`config.mk`:
```
export PLATFORM = sky130hd
export DESIGN_NAME = ooo_read_responder
export DESIGN_NICKNAME = d
export VERILOG_FILES = /design/src/rtl/ooo_resp_pkg.sv /design/src/rtl/ooo_resp_pick.sv /design/src/rtl/ooo_read_responder.sv
export SDC_FILE = /design/constraint.sdc
export NUM_CORES = 1
export LEC_CHECK = 0
export BUFFER_PORTS_ARGS = -buffer_cell sky130_fd_sc_hd__buf_4
export CAP_MARGIN = 30
export CORE_ASPECT_RATIO = 0.8
export CORE_MARGIN = 5
export CORE_UTILIZATION = 54
export DETAILED_ROUTE_END_ITERATION = 12
export PLACE_DENSITY = 0.69
export SETUP_SLACK_MARGIN = 0.15
export SLEW_MARGIN = 10
export SYNTH_ARGS = -nofsm -noshare
export SYNTH_HDL_FRONTEND = slang
export SYNTH_SLANG_ARGS = --single-unit
```
`constraint.sdc`:
```
create_clock -name clk -period 4 [get_ports clk]
set_input_delay 0.8 -clock clk [delete_from_list [all_inputs] [get_ports clk]]
set_output_delay 0.8 -clock clk [all_outputs]
set_load 0.02 [all_outputs]
```
`src/rtl/ooo_resp_pkg.sv`:
```
// rtl/ooo_resp_pkg.sv - shared widths and entry record for the out-of-order read responder
package ooo_resp_pkg;

  localparam int ID_W    = 4;
  localparam int LAT_W   = 4;
  localparam int DEPTH_N = 4;
  localparam int IDX_W   = $clog2(DEPTH_N);
  localparam int DEP_W   = IDX_W + 1;
  localparam int SEQ_W   = 4;

  // dep counts older same-id entries still in the table; zero means this one may go next
  typedef struct packed {
    logic             valid;
    logic             issued;
    logic [ID_W-1:0]  id;
    logic [SEQ_W-1:0] seq;
    logic [LAT_W-1:0] cnt;
    logic [DEP_W-1:0] dep;
  } entry_t;

endpackage

```
`src/rtl/ooo_resp_pick.sv`:
```
// rtl/ooo_resp_pick.sv - combinational lowest-index picker over a request vector
module ooo_resp_pick
  import ooo_resp_pkg::*;
#(
  parameter int DEPTH = DEPTH_N
) (
  input  logic [DEPTH-1:0] eligible,
  output logic             found,
  output logic [IDX_W-1:0] idx
);

  // Scan high to low so the last hit written is the lowest index
  always_comb begin
    found = 1'b0;
    idx   = '0;
    for (int i = DEPTH - 1; i >= 0; i--) begin
      if (eligible[i]) begin
        found = 1'b1;
        idx   = IDX_W'(i);
      end
    end
  end

endmodule

```
`src/rtl/ooo_read_responder.sv`:
```
// rtl/ooo_read_responder.sv - AR/R slave returning one tagged beat per request after a programmable latency
module ooo_read_responder
  import ooo_resp_pkg::*;
#(
  parameter int DATA_WIDTH = 8,
  parameter int ID_WIDTH   = ID_W,
  parameter int DEPTH      = DEPTH_N,
  parameter int LAT_WIDTH  = LAT_W
) (
  input  logic                  clk,
  input  logic                  rst,
  input  logic [ID_WIDTH-1:0]   s_arid_i,
  input  logic                  s_arvalid_i,
  output logic                  s_arready_o,
  input  logic [LAT_WIDTH-1:0]  cfg_lat_i,
  output logic [DATA_WIDTH-1:0] s_rdata_o,
  output logic [ID_WIDTH-1:0]   s_rid_o,
  output logic                  s_rvalid_o,
  input  logic                  s_rready_i
);

  entry_t                tbl [DEPTH];
  logic [SEQ_W-1:0]      seq_ctr;
  logic [IDX_W-1:0]      r_idx;

  logic [DEPTH-1:0]      valid_vec;
  logic [DEPTH-1:0]      free_vec;
  logic [DEPTH-1:0]      elig_vec;
  logic                  free_found;
  logic [IDX_W-1:0]      free_idx;
  logic                  pick_found;
  logic [IDX_W-1:0]      pick_idx;
  logic                  ar_fire;
  logic                  r_fire;
  logic                  r_load;
  logic [DEP_W-1:0]      same_id_cnt;
  logic [DATA_WIDTH-1:0] rdata_next;

  always_comb begin
    valid_vec = '0;
    elig_vec  = '0;
    for (int i = 0; i < DEPTH; i++) begin
      valid_vec[i] = tbl[i].valid;
      elig_vec[i]  = tbl[i].valid && !tbl[i].issued &&
                     (tbl[i].cnt == '0) && (tbl[i].dep == '0);
    end
  end

  assign free_vec = ~valid_vec;

  ooo_resp_pick #(.DEPTH(DEPTH)) u_free_pick (
    .eligible (free_vec),
    .found    (free_found),
    .idx      (free_idx)
  );

  ooo_resp_pick #(.DEPTH(DEPTH)) u_r_pick (
    .eligible (elig_vec),
    .found    (pick_found),
    .idx      (pick_idx)
  );

  // Ready depends only on the registered table, so a slot freed this edge is usable next cycle
  assign s_arready_o = free_found;
  assign ar_fire     = s_arvalid_i && s_arready_o;
  assign r_fire      = s_rvalid_o && s_rready_i;
  assign r_load      = pick_found && (!s_rvalid_o || r_fire);

  // Older same-id requests still outstanding, not counting the one leaving on this edge
  always_comb begin
    same_id_cnt = '0;
    for (int i = 0; i < DEPTH; i++) begin
      if (tbl[i].valid && (tbl[i].id == s_arid_i) &&
          !(r_fire && (r_idx == IDX_W'(i)))) begin
        same_id_cnt = same_id_cnt + 1'b1;
      end
    end
  end

  always_comb begin
    rdata_next = '0;
    rdata_next[SEQ_W+ID_WIDTH-1:0] = {tbl[pick_idx].seq, tbl[pick_idx].id};
  end

  always_ff @(posedge clk) begin
    if (rst) begin
      for (int i = 0; i < DEPTH; i++) begin
        tbl[i] <= '0;
      end
      seq_ctr    <= '0;
      r_idx      <= '0;
      s_rvalid_o <= 1'b0;
      s_rid_o    <= '0;
      s_rdata_o  <= '0;
    end else begin
      for (int i = 0; i < DEPTH; i++) begin
        if (r_fire && (r_idx == IDX_W'(i))) begin
          tbl[i] <= '0;
        end else if (ar_fire && (free_idx == IDX_W'(i))) begin
          tbl[i].valid  <= 1'b1;
          tbl[i].issued <= 1'b0;
          tbl[i].id     <= s_arid_i;
          tbl[i].seq    <= seq_ctr;
          tbl[i].cnt    <= cfg_lat_i;
          tbl[i].dep    <= same_id_cnt;
        end else begin
          if (tbl[i].cnt != '0) begin
            tbl[i].cnt <= tbl[i].cnt - 1'b1;
          end
          if (r_fire && tbl[i].valid && (tbl[i].id == s_rid_o) && (tbl[i].dep != '0)) begin
            tbl[i].dep <= tbl[i].dep - 1'b1;
          end
          if (r_load && (pick_idx == IDX_W'(i))) begin
            tbl[i].issued <= 1'b1;
          end
        end
      end

      if (ar_fire) begin
        seq_ctr <= seq_ctr + 1'b1;
      end

      if (r_load) begin
        s_rvalid_o <= 1'b1;
        s_rid_o    <= tbl[pick_idx].id;
        s_rdata_o  <= rdata_next;
        r_idx      <= pick_idx;
      end else if (r_fire) begin
        s_rvalid_o <= 1'b0;
      end
    end
  end

endmodule
```
# Word level (Yosys, flattened, before mapping)
# Memory sizes are Yosys's and may differ from the RTL's.
# Cells that the tools add are included.
# classes
add_sub_neg,12
eq_ne,17
muxes,152
n_bitwise,41
reduce_logical,77
# ops
op,count
$mux W1,113
$mux W17,4
$mux W4,16
$logic_and A1 B1 Y1,47
$or A1 B1 Y1,40
$mux W3,11
$eq A4 B4 Y1,8
$logic_not A4 Y1,4
$mux W2,8
$reduce_bool A4 Y1,4
$sub A4 B1 Y4 const B,4
$eq A2 B2 Y1 const B,6
$logic_not A3 Y1,4
$reduce_bool A3 Y1,4
$sub A3 B1 Y3 const B,4
$add A3 B1 Y3 const B,3
$logic_not A1 Y1,9
$eq A2 B1 Y1 const B,3
$logic_not A2 Y1,3
$add A4 B1 Y4 const B,1
$not A4 Y4,1
$reduce_bool A2 Y1,1
$logic_or A1 B1 Y1,1
# totals
regBits,19
ram_bits,68
output_inout_bits,14
word_cells,305
mem_count,1
# memory_table
memory,words,width,read_ports,rd_clocked_by_memory_dff,write_ports,line_no,text
tbl,4,17,5,0,4,ooo_read_responder.sv:22,entry_t tbl [DEPTH];

# Logic depth before layout (Yosys ltp)
# Gate-level depths: netlist (run 1).
# An unclocked memory read counts as a cell.
# logic_depth
depth_word,17
mapped_depth,12
depth_no_buf,11

# By module
# Synthesis (run 1) repeated with hierarchy kept, for this count alone.
# unflattened
cells_unflattened,452
hier_area_um2,4668.2
# modules_own_cells
mod,instances,cells_per_inst,area_per_inst_um2
ooo_read_responder,1,438,4598.2
ooo_resp_pick,2,7,35.0

# Worst setup path after synthesis (run 1)
# No wires, ideal clock.
# synth_path
path_kind,input-to-reg
from,input port s_arid_i[0]
to,"memory tbl[0][1] in the netlist's numbering, data pin"
setup_time_ns,0.271
arrival_ns,2.846
required_ns,3.729
path_slack_ns,0.883
cell_stages,11
cell_sequence,clkbuf_1 > xnor2_1 > nand2_1 > or3_1 > inv_1 > ha_1 > xnor2_1 > inv_1 > ha_1 > mux2i_1 > o22ai_1
# synth_rtl
element,line_no,text
start: declaration,ooo_read_responder.sv:12,"input logic [ID_WIDTH-1:0] s_arid_i,"
end: declaration,ooo_read_responder.sv:22,

==> results.yml, run 1 <==
setup_path:
  critPathMaxStageDelay_ns: 0.39
  crit_fanout: 6
  endpoint_kind: "flip-flop"
  path_cells: "buf_4 -> inv_1 -> a222oi_1 -> nand2b_1 -> nor4_1 -> inv_1 -> ha_1 -> o31ai_1 -> ha_1 -> nand2_1 -> xnor2_1 -> o22ai_1"
  crit_path_top_delay_cell: "o31ai_1"
  critPathKind: "in2reg"
  critPathArrivalTime_ns: 3.23
  critical_path.startpoint_type: "input port"
  required_ns: 4.10
grt:
  antenna_found_initial: 0
  grt_remaining_overflow: 0
  grt_pass1_vias: 3380
  grt_first_pass_wirelength_um: 18100
  grt_max_degree: 22
  grt_use_total: 0.223
logic_synthesis:
  synth.distinct_cells: 53
  synth_top_area_share: 0.444
  synth_mux_area_frac: 0.00218
  synth_commonest_cells: "68 x edfxtp_1, 48 x nand2_1, 34 x o21ai_0"
  synth-compound-area-share: 0.112
  synth_fa_ha_area_frac: 0.0544
  synth_top_family_by_area: "simple AND/OR/NAND/NOR gates"
  synth.area.top_cells: "edfxtp_1 44%, dfxtp_1 6.5%, ha_1 5.4%"
  yosysTopAreaCell: "edfxtp_1"
  syn-cell-area_um2: 4600
  synth-edff-count: 68
  syn_inst: 454
  ys_ff_latch: 83
  synth_ff_type: "edfxtp_1"
  synth_nets: 486
  yosysSeqAreaShare: 0.510
  synth_xor_area_frac: 0.0876
  syn_area_per_cell_um2: 10.1
  synth-simple-area-share: 0.185
  synthArstFlopShare: 0
  yosysMostFrequentCell: "edfxtp_1"
  yosys_warnings: 0
clocking:
  cts_tree: "built"
  cts-root-buf: "clkbuf_8"
  clock_sinks: 83
  hold_buffers: 0
  htree_levels: 3
  clock_latency_ns: 0.35
  cts_resized: 0
  cts_buffer_depth: 2
  numCtsBuffers: 9
  postCtsSetupBuffers: 0
  path_clk_slew_ns: 0.08
sta:
  finalHoldViolations: 0
  slew_headroom: 0.558
  clock_skew_ns: 0.00889
  whs_ns: 0.463
  setup_viol: 0
  period_needed_ns: 3.13
  min_period_over_period: 0.783
  max_freq_mhz: 319
  slew_viol_final: 0
  rsz0062_at_grt: "false"
  finalSetupTns_ns: 0
  worst_slew_pin_slew_ns: 0.656
layout:
  seqCellArea_um2: 2340
  nNetsFinal: 507
  drive_gt1_frac: 0.106
  antenna_cells: 0
  multi_input_area_um2: 2030
  fillers: 734
  area_delta_synth_final_pct: 9.20
  fin_area_um2: 5020
pwr:
  ir_worst_vdd_mv: 0.288
  p_total_mw: 2.38
  powerDensity_nw_per_um2: 475
  p_leak_nw: 2.03
detailed_routing:
  drt_wl_total_um: 11100
  drt_iter0_markers: 266
  drc: 0
  via_per_inst: 5.90
  dr.pass1.iters: 6
  dr_total_vias: 3485
  detail-route-antenna-nets: 0
  routedWlPerCell_um: 18.7
die:
  floorplan.initialDensity: 0.547
  die_h_um: 92.5
  num_io_pins: 26
  coreArea_um2: 8410
  rows: 30
  dieArea_um2: 10500
  die_w_um: 113
run_status:
  outcome: "completed"
placed_design:
  placed_area_um2: 4860
  gp_congestion: 0.917
  io_buffers: 25
  hpwlAfterDp_um: 8270
run:
  maxCapViolCount: 0
hold_path:
  hold_class: "reg2reg"
[cell type report]
cell class / count / share of cell area
Clock inverter: 4 / 0.00349
Inverter: 33 / 0.0247
Clock buffer: 11 / 0.0282
Sequential cell: 83 / 0.467
Timing Repair Buffer: 30 / 0.0449
Tap cell: 112 / 0.0279
Multi-Input combinational cell: 318 / 0.404
[through the flow]
| stage | worst slack, ns | utilization | instances |
|---|---|---|---|
| after floorplan | 0.883 | - | 454 |
| after global placement | 0.652 | 0.578 | 576 |
| after detailed placement | 0.515 | 0.578 | 576 |
| after CTS | 0.871 | 0.597 | 591 |
| after global routing | 0.615 | 0.597 | 591 |
| final | 0.868 | 0.597 | 591 |
[layer usage]
layer | vias up | routed length (um) | global-route usage
li1 | 1639 | - | -
met1 | 1684 | 4970 | 0.327
met2 | 147 | 5010 | 0.338
met3 | 15 | 907 | 0.0451
met4 | 0 | 167 | 0.0621
met5 | - | 0 | 0
[cells by family after synthesis]
| group | after synthesis |
|---|---|
| DFF | 83 |
| muxes | 1 |
| AOI/OAI and AO/OA | 86 |
| and+or+nand+nor | 165 |
| adders and majority gates | 20 |
| xor gates and xnor gates | 46 |
| buffers and inverters | 53 |
[state kept, by name (all words and copies together), names as in the netlist]
| signal | cells |
|---|---|
| tbl | 68 |
| s_rdata_o | 8 |
| seq_ctr | 4 |
| r_idx | 2 |
| s_rvalid_o | 1 |
[worst max-delay path: cells and delay by family]
kind	cells	cell delay, ns
AOI/OAI and AO/OA	3	0.89
xor gates and xnor gates	1	0.36
adders and majority gates	2	0.42
buffers and inverters	3	0.29
and+or+nand+nor	3	0.46
[worst paths after layout]
check | startpoint | to | slack, ns | depth (start not counted)
max | s_arid_i[1] | tbl[2][2]$_SDFFCE_PN0P_ | 0.87 | 12
min | s_rdata_o[4]$_SDFFE_PP0N_ | s_rdata_o[4]$_SDFFE_PP0N_ | 0.46 | 1
max reg2reg | tbl[0][12]$_SDFFCE_PN0P_ | tbl[2][2]$_SDFFCE_PN0P_ | 1.04 | 10
min reg2reg | s_rdata_o[4]$_SDFFE_PP0N_ | s_rdata_o[4]$_SDFFE_PP0N_ | 0.46 | 1
[cells in the final DEF (no fill, tap or decap), types with 2 or more instances in the layout]
cell type  instances
and3_1             5
nor4_1             4
buf_4             30
and2_1            16
clkinv_1           4
nor3b_1            3
nor3_1            14
a22o_1             6
xnor2_1           27
nand2_1           48
or3_1              4
clkbuf_8          10
a21oi_1           11
ha_1              20
or4b_1             2
or3b_1             2
nor4bb_1           2
inv_1             30
o21ai_1            5
edfxtp_1          68
xor2_1            19
or2_1              3
dfxtp_1           15
nor2_1            31
clkinv_2           2
a221oi_1           2
o21ai_0           34
nand3_1           12
nand2b_1           8
a21o_1             2
o22ai_1           19
[where the power goes]
group | internal [mW] | total (mW) | switching [mW]
sequential | 1.10 | 1.22 | 0.122
clock | 0.233 | 0.520 | 0.286
combinational | 0.277 | 0.642 | 0.364
total | 1.61 | 2.38 | 0.772
(Power assumes the default switching activity.)
==> run 2, diff against run 1 <==
- ABC_AREA: default -> 1
- clock period: 4 -> 2.9 ns (I/O delays scaled with it)
==> results.yml, run 2 <==
run_status:
  outcome: "completed"
detailed_routing:
  routedWlPerCell_um: 16.7
  via_per_inst: 5.42
  drc: 0
  detail-route-antenna-nets: 0
  dr_total_vias: 4119
  dr.pass1.iters: 5
  drt_iter0_markers: 376
  drt_wl_total_um: 12700
sta:
  slew_viol_final: 0
  clock_skew_ns: 0.00542
  min_period_over_period: 0.881
  period_needed_ns: 2.56
  whs_ns: 0.474
  max_freq_mhz: 391
  rsz0062_at_grt: "false"
  setup_slack_ns: 0.345
  worst_slew_pin_slew_ns: 0.545
  setup_viol: 0
  slew_headroom: 0.636
  finalSetupTns_ns: 0
  finalHoldViolations: 0
logic_synthesis:
  yosysMostFrequentCell: "nand2_1"
  synth_mux_area_frac: 0
  yosys_warnings: 0
  synth_ff_type: "edfxtp_1"
  synth_top_area_share: 0.405
  synthArstFlopShare: 0
  ys_ff_latch: 83
  synth-edff-count: 68
  synth_fa_ha_area_frac: 0.0496
  synth_xor_area_frac: 0.0330
  yosysSeqAreaShare: 0.464
  synth-compound-area-share: 0.0803
  synth_top_family_by_area: "simple AND/OR/NAND/NOR gates"
  synth-simple-area-share: 0.267
  synth_commonest_cells: "117 x nand2_1, 103 x inv_1, 75 x nor2_1"
  synth.distinct_cells: 44
  synth_nets: 637
  syn_inst: 605
  yosysTopAreaCell: "edfxtp_1"
  synth.area.top_cells: "edfxtp_1 40%, nand2_1 8.7%, inv_1 7.7%"
  syn-cell-area_um2: 5050
  syn_area_per_cell_um2: 8.34
grt:
  grt_pass1_vias: 4006
  grt_first_pass_wirelength_um: 20700
  grt_use_total: 0.234
  antenna_found_initial: 0
  grt_remaining_overflow: 0
  grt_max_degree: 20
hold_path:
  hold_class: "reg2reg"
clocking:
  htree_levels: 3
  cts_tree: "built"
  path_clk_slew_ns: 0.07
  cts_buffer_depth: 2
  hold_buffers: 0
  numCtsBuffers: 9
  cts-root-buf: "clkbuf_16"
  clock_latency_ns: 0.34
  clock_sinks: 83
die:
  rows: 31
  die_w_um: 118
  coreArea_um2: 9080
  die_h_um: 96.5
  num_io_pins: 26
  floorplan.initialDensity: 0.556
  dieArea_um2: 11400
pwr:
  p_total_mw: 4.04
  switching_share: 0.340
  clkPwrFrac: 0.302
  comb_power_share: 0.280
  p_switching_mw: 1.37
  ir_worst_vdd_mv: 0.408
  power.share.sequential: 0.418
  powerDensity_nw_per_um2: 705
  p_int_mw: 2.66
  p_leak_nw: 2.60
placed_design:
  gp_congestion: 0.944
  placed_area_um2: 5370
  place_inst: 743
  io_buffers: 25
  pre_cts_ws_ns: 0.0330
  hpwlAfterDp_um: 9620
layout:
  seqCellArea_um2: 2340
  fillers: 816
  final_cells: 760
  post-route-util: 0.630
  multi_input_area_um2: 2190
  area_delta_synth_final_pct: 13.4
  antenna_cells: 0
  largest_reg_flops: 68
  nNetsFinal: 672
  top_register: "tbl"
  largestRegisters: "tbl (68), s_rdata_o (8), seq_ctr (4)"
  drive_gt1_frac: 0.147
  layout_common_cells: "117 x nand2_1, 103 x inv_1, 75 x nor2_1"
  layout_commonest_cell: "nand2_1"
  fin_area_um2: 5720
setup_path:
  required_ns: 3.00
  endpoint_kind: "flip-flop"
  crit_fanout: 5
  critPathKind: "in2reg"
  critPathArrivalTime_ns: 2.65
  critical_path.startpoint_type: "input port"
run:
  maxCapViolCount: 0
-- run 2: cell count changes in the layout (fill, tap and decap cells not counted), sizes merged, moves of 6 or more --
cell	previous run	this run
nand3	12	61
buf	30	40
xnor2	27	10
nand2b	8	0
nand2	49	125
and2	16	0
o21ai	39	21
xor2	19	9
a22o	6	0
nor2	31	77
inv	31	113
-- run 2: layout make-up --
class                           instances  area share
Clock buffer                            9      0.0394
Clock inverter                          7      0.0168
Inverter                              113      0.0743
Multi-Input combinational cell        393       0.382
Sequential cell                        83       0.409
Tap cell                              115      0.0251
Timing Repair Buffer                   40      0.0525
-- run 2: repair_timing --
| item | CTS | global route |
|---|---|---|
| setup endpoints to repair | 0 | 8 |
| setup buffers | 0 | 1 |
| resized for setup | 0 | 3 |
-- run 2: routing by layer --
layer,GRT usage,routed length [um],vias up
li1,-,-,2041
met1,0.316,5780,1926
met2,0.381,5710,135
met3,0.0565,997,17
met4,0.0649,182,0
met5,0,0,-
-- run 2: final timing paths --
kind / startpoint / end / slack (ns) / cells after the start
setup / recovery: s_arid_i[1] / tbl[2][1]$_SDFFCE_PN0P_ / 0.34 / 16
hold / removal: r_idx[1]$_SDFFE_PP0N_ / r_idx[1]$_SDFFE_PP0N_ / 0.47 / 2
setup reg to reg: tbl[0][11]$_SDFFCE_PN0P_ / tbl[2][1]$_SDFFCE_PN0P_ / 0.34 / 13
hold reg to reg: r_idx[1]$_SDFFE_PP0N_ / r_idx[1]$_SDFFE_PP0N_ / 0.47 / 2
-- run 2: cells by family (layout without fill, tap and decap cells) --
logic type               count (synthesis)  count (layout)
AO/OA/AOI/OAI                           62              62
buffers and inverters                  129             169
adder cells (fa/ha/maj)                 20              20
flip-flops                              83              83
AND/OR/NAND/NOR                        292             292
XOR/XNOR                                19              19
-- run 2: power groups by stage --
stage | logic, mW | clock network (mW) | registers, mW
after floorplan | 0.814 | 0 | 1.70
after global placement | 1.09 | 0 | 1.70
after detailed placement | 1.11 | 0 | 1.71
after CTS | 1.12 | 1.23 | 1.69
after global routing | 1.27 | 1.29 | 1.71
final | 1.13 | 1.22 | 1.69
-- run 2: worst max-delay path, stage by stage --
cell	delay (ns)
buf_4	0.13
inv_1	0.11
o22ai_1	0.09
a21oi_1	0.15
o2111a_1	0.20
nand3_1	0.09
inv_1	0.08
ha_1	0.25
inv_1	0.06
nand2_1	0.06
nand2_1	0.09
inv_1	0.05
ha_1	0.28
or2_4	0.27
nand3_1	0.08
o21ai_0	0.07
